==> config.mk <==
export PLATFORM = sky130hd
export DESIGN_NAME = limber_gnrl_fifo_flat
export DESIGN_NICKNAME = d
export VERILOG_FILES = /design/src/rtl/limber_gnrl_fifo_if.sv /design/src/rtl/limber_gnrl_fifo.sv /design/src/flat_wrapper.sv
export SDC_FILE = /design/constraint.sdc
export NUM_CORES = 1
export LEC_CHECK = 0
export ABC_AREA = 1
export CORE_ASPECT_RATIO = 1.25
export CORE_MARGIN = 2
export CORE_UTILIZATION = 48
export CTS_CLUSTER_DIAMETER = 80
export DETAILED_ROUTE_END_ITERATION = 10
export PLACE_DENSITY = 0.73
export SLEW_MARGIN = 25
export SYNTH_ARGS = -nofsm -noshare
export SYNTH_HDL_FRONTEND = slang
export SYNTH_SLANG_ARGS = --single-unit
==> constraint.sdc <==
create_clock -name clk -period 1.55 [get_ports clk]
set_input_delay 0.31 -clock clk [delete_from_list [all_inputs] [get_ports clk]]
set_output_delay 0.31 -clock clk [all_outputs]
set_load 0.05 [all_outputs]
==> src/rtl/limber_gnrl_fifo_if.sv <==
// Valid/ready handshake bundle for limber_gnrl_fifo: producer side (i_*) and consumer side (o_*).
// The master modport belongs to the environment that drives both ends; the FIFO takes the slave modport.
interface limber_gnrl_fifo_if #(
  parameter int DW = 8
);
  logic          i_vld;
  logic          i_rdy;
  logic [DW-1:0] i_dat;
  logic          o_vld;
  logic          o_rdy;
  logic [DW-1:0] o_dat;

  modport master (
    output i_vld, i_dat, o_rdy,
    input  i_rdy, o_vld, o_dat
  );

  modport slave (
    input  i_vld, i_dat, o_rdy,
    output i_rdy, o_vld, o_dat
  );
endinterface

==> src/rtl/limber_gnrl_fifo.sv <==
// Generic synchronous FIFO with valid/ready on both ends and no write-to-read bypass.
// Pointers, count and flags are reset; the storage array is load-enable only.
module limber_gnrl_fifo #(
  parameter int DP = 4,
  parameter int DW = 8,
  localparam int CW = $clog2(DP + 1),
  localparam int PW = (DP > 1) ? $clog2(DP) : 1
) (
  input  logic              clk,
  input  logic              rst_n,
  limber_gnrl_fifo_if.slave fifo,
  output logic [CW-1:0]     cnt
);

  logic [DW-1:0] mem_q [DP];
  logic [PW-1:0] wptr_q, wptr_d;
  logic [PW-1:0] rptr_q, rptr_d;
  logic [CW-1:0] cnt_q, cnt_d;
  logic          full, empty, push, pop;

  // Wrap at DP-1 explicitly so non-power-of-two depths never index past the array.
  function automatic logic [PW-1:0] ptr_inc(input logic [PW-1:0] p);
    return (p == PW'(DP - 1)) ? '0 : p + PW'(1);
  endfunction

  assign full  = (cnt_q == CW'(DP));
  assign empty = (cnt_q == '0);
  assign push  = fifo.i_vld & ~full;
  assign pop   = fifo.o_rdy & ~empty;

  assign fifo.i_rdy = ~full;
  assign fifo.o_vld = ~empty;
  assign cnt        = cnt_q;

  always_comb begin
    wptr_d = push ? ptr_inc(wptr_q) : wptr_q;
    rptr_d = pop  ? ptr_inc(rptr_q) : rptr_q;
    cnt_d  = cnt_q;
    case ({push, pop})
      2'b10:   cnt_d = cnt_q + CW'(1);
      2'b01:   cnt_d = cnt_q - CW'(1);
      default: cnt_d = cnt_q;
    endcase
  end

  always_ff @(posedge clk or negedge rst_n) begin
    if (!rst_n) begin
      wptr_q <= '0;
      rptr_q <= '0;
      cnt_q  <= '0;
    end else begin
      wptr_q <= wptr_d;
      rptr_q <= rptr_d;
      cnt_q  <= cnt_d;
    end
  end

  always_ff @(posedge clk) begin
    for (int e = 0; e < DP; e++) begin
      if (push && (wptr_q == PW'(e))) mem_q[e] <= fifo.i_dat;
    end
  end

  // Head read is a plain mux off the registered array, hence one cycle of push-to-pop latency.
  always_comb begin
    fifo.o_dat = '0;
    for (int e = 0; e < DP; e++) begin
      if (rptr_q == PW'(e)) fifo.o_dat = mem_q[e];
    end
  end

  a_in_hold: assert property (@(posedge clk) disable iff (!rst_n)
    (fifo.i_vld && !fifo.i_rdy) |=> (fifo.i_vld && $stable(fifo.i_dat)))
    else $error("producer dropped or changed i_vld/i_dat before i_rdy");

  a_out_hold: assert property (@(posedge clk) disable iff (!rst_n)
    (fifo.o_vld && !fifo.o_rdy) |=> fifo.o_vld)
    else $error("o_vld dropped without a pop");

endmodule

==> src/flat_wrapper.sv <==
// flat-port wrapper written by rule: the top's interface ports become plain ports
module limber_gnrl_fifo_flat 
#(
  parameter int DP = 4,
  parameter int DW = 8,
  localparam int CW = $clog2(DP + 1),
  localparam int PW = (DP > 1) ? $clog2(DP) : 1
)
  (clk, rst_n, cnt, fifo_i_vld, fifo_i_dat, fifo_o_rdy, fifo_i_rdy, fifo_o_vld, fifo_o_dat);
  limber_gnrl_fifo_if #(.DW(DW)) fifo_i ();
  input  logic clk;
  input  logic rst_n;
  output logic [CW-1:0] cnt;
  input wire logic [$bits(fifo_i.i_vld)-1:0] fifo_i_vld;
  input wire logic [$bits(fifo_i.i_dat)-1:0] fifo_i_dat;
  input wire logic [$bits(fifo_i.o_rdy)-1:0] fifo_o_rdy;
  output wire logic [$bits(fifo_i.i_rdy)-1:0] fifo_i_rdy;
  output wire logic [$bits(fifo_i.o_vld)-1:0] fifo_o_vld;
  output wire logic [$bits(fifo_i.o_dat)-1:0] fifo_o_dat;
  assign fifo_i.i_vld = fifo_i_vld;
  assign fifo_i.i_dat = fifo_i_dat;
  assign fifo_i.o_rdy = fifo_o_rdy;
  assign fifo_i_rdy = fifo_i.i_rdy;
  assign fifo_o_vld = fifo_i.o_vld;
  assign fifo_o_dat = fifo_i.o_dat;
  limber_gnrl_fifo #(.DP(DP), .DW(DW)) u_core (.clk(clk), .rst_n(rst_n), .fifo(fifo_i), .cnt(cnt));
endmodule
# ---- Word-level counts from Yosys, hierarchy flattened
# Memory sizes are Yosys's and may differ from the RTL's.
# Cells that the tools add are included.
dict set report word_totals {
  output_inout_bits 13
  memories 1
  inputBits 12
  reg_bits 7
  ram_bits 32
}
dict set report classes {
  bitwise_logic 4
  addsub 4
  n_eq_ne 9
  muxes 24
  reduce_logical 11
}
# memory words word_bits rd rd_clocked_by_memory_dff wr line_no
set mem_list {}
lappend mem_list {u_core.mem_q 4 8 4 0 1 limber_gnrl_fifo.sv:15} ;# logic [DW-1:0] mem_q [DP];
# op n
set ops {}
lappend ops {{8-bit two-way mux} 7}
lappend ops {{8-bit OR reduction} 3}
lappend ops {{1-bit two-way mux} 11}
lappend ops {{2-bit equality test, second input constant} 5}
lappend ops {{2-bit two-way mux} 5}
lappend ops {{2-bit by 1-bit equality test with 1-bit output, second input constant} 3}
lappend ops {{3-bit case mux with 2 select lines} 1}
lappend ops {{2-bit by 1-bit adder with 2-bit output, second input constant} 2}
lappend ops {{1-bit logical AND} 4}
lappend ops {{2-bit zero test} 2}
lappend ops {{3-bit by 1-bit adder with 3-bit output, second input constant} 1}
lappend ops {{3-bit equality test, second input constant} 1}
lappend ops {{3-bit zero test} 1}
lappend ops {{3-bit by 1-bit subtractor with 3-bit output, second input constant} 1}
lappend ops {{1-bit bitwise AND} 2}
lappend ops {{1-bit NOT} 2}
lappend ops {{2-bit nonzero test} 1}

# ---- Longest topological paths before layout
dict set report depth {
  word_depth 10
  mapped_depth 12
}

# ---- Worst setup path after synthesis
# Ideal clock, no wire load.
dict set report synth_timing {
  path_type {flip-flop to flip-flop}
  startpoint {reg u_core.cnt_q[0] (netlist: u_core.cnt[0])}
  endpoint {reg u_core.cnt_q[2] (netlist: u_core.cnt[2])}
  path_stages_with_launch 12
  arrival_ps 2150
  n_path_buf 0
  setup_time_ps 120
  slack_ps -719
  synth_period_minus_slack_ps 2269
  path_cell_list {dfrtp_1 -> inv_1 -> nand3_2 -> nand2_2 -> inv_1 -> ha_1 -> inv_1 -> fa_1 -> nand2_1 -> nand3_1 -> nand2_1 -> nand2_1}
}
dict set report synth_via {
  elab_chain_cells 5
  word_cells_on_any_way 12
  classes_between {add/sub (2); eq/ne (3); mux (1); bitwise (4); reduce/logical (2)}
}
# item line_no
set synth_rtl {}
lappend synth_rtl {{start: declaration} limber_gnrl_fifo.sv:18} ;# logic [CW-1:0] cnt_q, cnt_d;
lappend synth_rtl {{start signal: assignment} limber_gnrl_fifo.sv:54} ;# cnt_q <= cnt_d;
lappend synth_rtl {{3-bit zero test *} limber_gnrl_fifo.sv:27} ;# assign empty = (cnt_q == '0);
lappend synth_rtl {{1-bit NOT *} -}
lappend synth_rtl {{net fifo_o_vld} flat_wrapper.sv:18} ;# output wire logic [$bits(fifo_i.o_vld)-1:0] fifo_o_vld;
lappend synth_rtl {{1-bit bitwise AND *} limber_gnrl_fifo.sv:29} ;# assign pop = fifo.o_rdy & ~empty;
lappend synth_rtl {{net u_core.pop} limber_gnrl_fifo.sv:19} ;# logic full, empty, push, pop;
lappend synth_rtl {{2-bit by 1-bit equality test with 1-bit output / 2-bit equality test (equally long branches)} limber_gnrl_fifo.sv:39} ;# case ({push, pop})
lappend synth_rtl {{3-bit case mux with 2 select lines / 2-bit nonzero test (equally long branches)} -}
# Mark *: on every way through the listed nets, which the timed path passes. The rest lies on a longest branch.
# A chain may end at the register's enable or synchronous reset.

# ---- Worst setup path after layout
dict set report layout_timing {
  startpoint {reg u_core.rptr_q[1]}
  endpoint {out fifo_o_dat[1]}
}
dict set report layout_via {
  elab_chain_cells 5
  word_cells_on_any_way 8
  classes_between {eq/ne (3); mux (4); reduce/logical (1)}
}
# item line_no
set layout_rtl {}
lappend layout_rtl {{start: declaration} limber_gnrl_fifo.sv:17} ;# logic [PW-1:0] rptr_q, rptr_d;
lappend layout_rtl {{start signal: assignment} limber_gnrl_fifo.sv:53} ;# rptr_q <= rptr_d;
lappend layout_rtl {{2-bit zero test} limber_gnrl_fifo.sv:68} ;# if (rptr_q == PW'(e)) fifo.o_dat = mem_q[e];
lappend layout_rtl {{8-bit two-way mux (3 in series)} limber_gnrl_fifo.sv:68}
lappend layout_rtl {{8-bit two-way mux *} limber_gnrl_fifo.sv:68}
lappend layout_rtl {{end: declaration} flat_wrapper.sv:19} ;# output wire logic [$bits(fifo_i.o_dat)-1:0] fifo_o_dat;
# Every way passes the cells marked *; elsewhere a longest branch is shown, timed or not.

==> metrics.md <==
| Metric | Value |
|---|---|
| Via Count | `approximately 1300` |
| Number of antenna violations at the first check in global routing | `0` |
| Post-route DRC violation count | `0` |
| Setup Viol. Count Final | `10` |
| Number of flip-flops and latches in the synthesized netlist | `39` |
| Placer Congestion | `roughly 0.75` |
| Setup slack of the critical path after layout | `-371 ps` |
| Area of the multi-input gates | `747 µm²` |
| Inserted Clock Buffers | `5` |
| Height of the chip | `72.9 µm` |
| Syn Area/Cell | `11.0 µm²` |
| Commonest cells in the netlist | `nand2_1 (45), edfxtp_1 (32), inv_1 (23)` |
| Share of post-route cells with drive strength above 1 | `46.1%` |
| Portion of the clock cycle consumed by the worst path in the final layout | `124%` |
| Biggest area contributors in the synthesized netlist | `edfxtp_1 (53%), dfrtp_1 (9.6%), nand2_1 (9.3%)` |
| Chip Width | `59.1 µm` |
| Via count of the first global-routing pass | `1393` |
| Clock insertion delay at the later pin of the skew report | `290 ps` |
| Reg2reg path depth | `10` |
| Required time reported for the critical path endpoint | `~1200 ps` |
| Number of hold violations in the final report | `0` |
| Wire length of the first global-routing pass | `6.33 mm` |
| Largest net degree at the start of global routing | `17` |
| Area Growth Syn to Fin | `51.3%` |
| Origin of the critical flop-to-flop path | `u_core.cnt[1]` |
| Area of all sequential standard cells | `~1100 µm²` |
| Initial DRT Pass Iterations | `4` |
| Synthesized area | `approximately 1800 µm²` |
| Total routing resource utilization after global routing | `roughly a fifth` |
| Layout Cells excl Fill | `roughly 260` |
| Fin. max-slew vios | `0` |
| Top-level I/O count | `25` |
| Most area-hungry cell type in the Yosys netlist | `edfxtp_1` |
| H-tree level count | `2` |
| Result of the run | `complete, but fails checks` |
| Post-route antenna net violation count | `0` |
| Clock transition time at the flip-flop clock pins of the worst setup and hold paths | `70 ps` |
| Filler Cell Count | `241` |
| Warnings from Yosys | `0` |
| Slew at the pin closest to its max-slew limit | `350 ps` |
| Number of rows created at floorplan | `25` |
| Worst setup path category | `flip-flop to output pin` |
| Worst setup EP type | `output pin` |
| Most used DFF post-synth | `edfxtp_1` |
| First element of the critical path | `u_core.rptr_q[1]` |
| Overall die area | `4310 µm²` |
| Area fraction of the dominant cell type after synthesis | `between 50% and 60%` |
| Fin nets | `240` |
| Placeable core region | `3720 µm²` |
| DRC violation total after the first TritonRoute iteration | `66` |
| Worst hold-check path type | `input port to asynchronous set/reset pin` |
| Cell chosen for the clock root | `clkbuf_8` |
| Post-DP Area | `2460 µm²` |
| Timing-limited maximum frequency | `521 MHz` |
| Minimum period implied by the final worst setup slack | `1920 ps` |
| Maximum Capacitance Violations | `0` |
| Post-synth cell types | `20` |
| Type of element launching the critical path | `flip-flop` |
| Initial cell density of the core | `49.0%` |
| RSZ-0062 raised after global routing | `yes` |
| Count of flip-flops with a built-in enable after synthesis | `32` |
| Most common cell in the netlist | `nand2_1` |
| Endpoint of the lowest-slack register-to-register path | `u_core.cnt[2]` |
| Clk sinks | `39` |
| Detailed placer's ending HPWL | `2.57 mm` |
| Final worst clock skew | `between 1.5 and 2 ps` |
| Clock tree from TritonCTS | `yes` |
| Post-DR wirelength/cell | `14.8 µm` |
| Data arrival time of the critical path | `1610 ps` |
| Part of the Yosys area used for sequential elements | `between 60% and 70%` |
| Count of mapped cells out of synthesis | `166` |
| Cells after DPL | `~240` |
| Max FO, Critical Path | `16` |
| Total of hold buffers inserted after clock tree synthesis | `0` |
| R2R setup slack | `-70 ps` |
| Total routed wirelength | `3.83 mm` |
| Number of port buffers | `24` |
| Max clock buf depth | `2` |
| Slew HR | `between 70% and 80%` |
| Share of synthesized flip-flops with an asynchronous set or reset | `17.9%` |
| Violations in the final reports | `setup timing` |
| Leftover overflow at the end of global routing | `0` |
| Post-route design area | `2760 µm²` |
| Via-per-instance ratio | `5.18` |
| Diode insertion count for antenna repair | `0` |
| Post-synthesis net count | `188` |
==> worst max-delay path: stages (launching register included) <==
cell	delay, ps
dfrtp_1	410
buf_6	140
ha_2	190
buf_12	160
a21oi_2	130
nand2_2	90
nand2_4	70
buf_12	130
==> registers in the layout (all words and copies together), names as in the netlist <==
| name | cells |
|---|---|
| u_core.cnt | 3 |
| u_core.wptr_q | 2 |
| u_core.rptr_q | 2 |
| u_core.mem_q | 32 |
==> layout by cell type, fill, tap and decap left out, drive strengths merged, types with 2 or more instances in the layout <==
cell | netlist | final
clkdlybuf4s50 | 0 | 11
nand3 | 15 | 15
inv | 24 | 24
ha | 9 | 9
a21oi | 16 | 16
buf | 6 | 40
dfrtp | 7 | 7
nand2 | 47 | 47
clkbuf | 0 | 5
nor2 | 6 | 6
clkinv | 0 | 2
edfxtp | 32 | 32
==> cell type report <==
class / count / share of cell area [%]
well taps: 40 / 1.81
inverters: 24 / 3.63
flip-flops and latches: 39 / 41.4
clock inverters: 3 / 1.59
repair buffers: 51 / 22.0
multi-input cells: 97 / 27.1
clock buffers: 5 / 2.49
==> per-layer routing <==
| metal | wire, µm | share of wire (%) | vias to the layer above | global-route usage [%] |
|---|---|---|---|---|
| met5 | 0 | 0 | - | 0 |
| met2 | 2220 | 58 | 37 | 38.6 |
| met1 | 1410 | 37 | 654 | 22.0 |
| met4 | 38 | 0.99 | 0 | 6.31 |
| li1 | - | - | 646 | - |
| met3 | 166 | 4.3 | 5 | 4.43 |
==> cells by family after synthesis <==
family                   count (synthesis)  synth area share [%]
AND/OR/NAND/NOR                         69                  16.9
adder cells (fa/ha/maj)                 10                  7.28
AO/OA/AOI/OAI                           17                  5.08
buffers and inverters                   30                  7.96
XOR/XNOR                                 1                 0.481
flip-flops                              39                  62.3
==> per-stage QoR <==
stage | utilization (%) | TNS, ps | hold slack [ps] | worst slack [ps]
after floorplan | - | -5050 | 14.4 | -326
after global placement | 66.1 | -4800 | 508 | -220
after detailed placement | 66.1 | -6090 | 536 | -309
after CTS | 73.1 | -2800 | 295 | -348
after global routing | 74.1 | -3560 | 293 | -430
final | 74.1 | -2940 | 292 | -371
==> how the worst max path moves through the flow <==
stage | to | slack [ps] | cells past startpoint
after floorplan | u_core.cnt[2] | -330 | 10
after global placement | u_core.cnt[2] | -220 | 10
after detailed placement | u_core.cnt[2] | -310 | 10
after CTS | fifo_o_dat[4] | -350 | 8
after global routing | fifo_o_dat[1] | -430 | 8
final | fifo_o_dat[1] | -370 | 7
==> repair_timing <==
item | 4_1_cts | 5_1_grt
pin swaps | 22 | 5
setup endpoints to repair | 10 | 11
buffers inserted | 6 | 3
gates resized for setup | 31 | 3
Power is left out: the tool's default activity adds up to more than one toggle a clock period on the data nets, which glitch-free logic cannot reach.
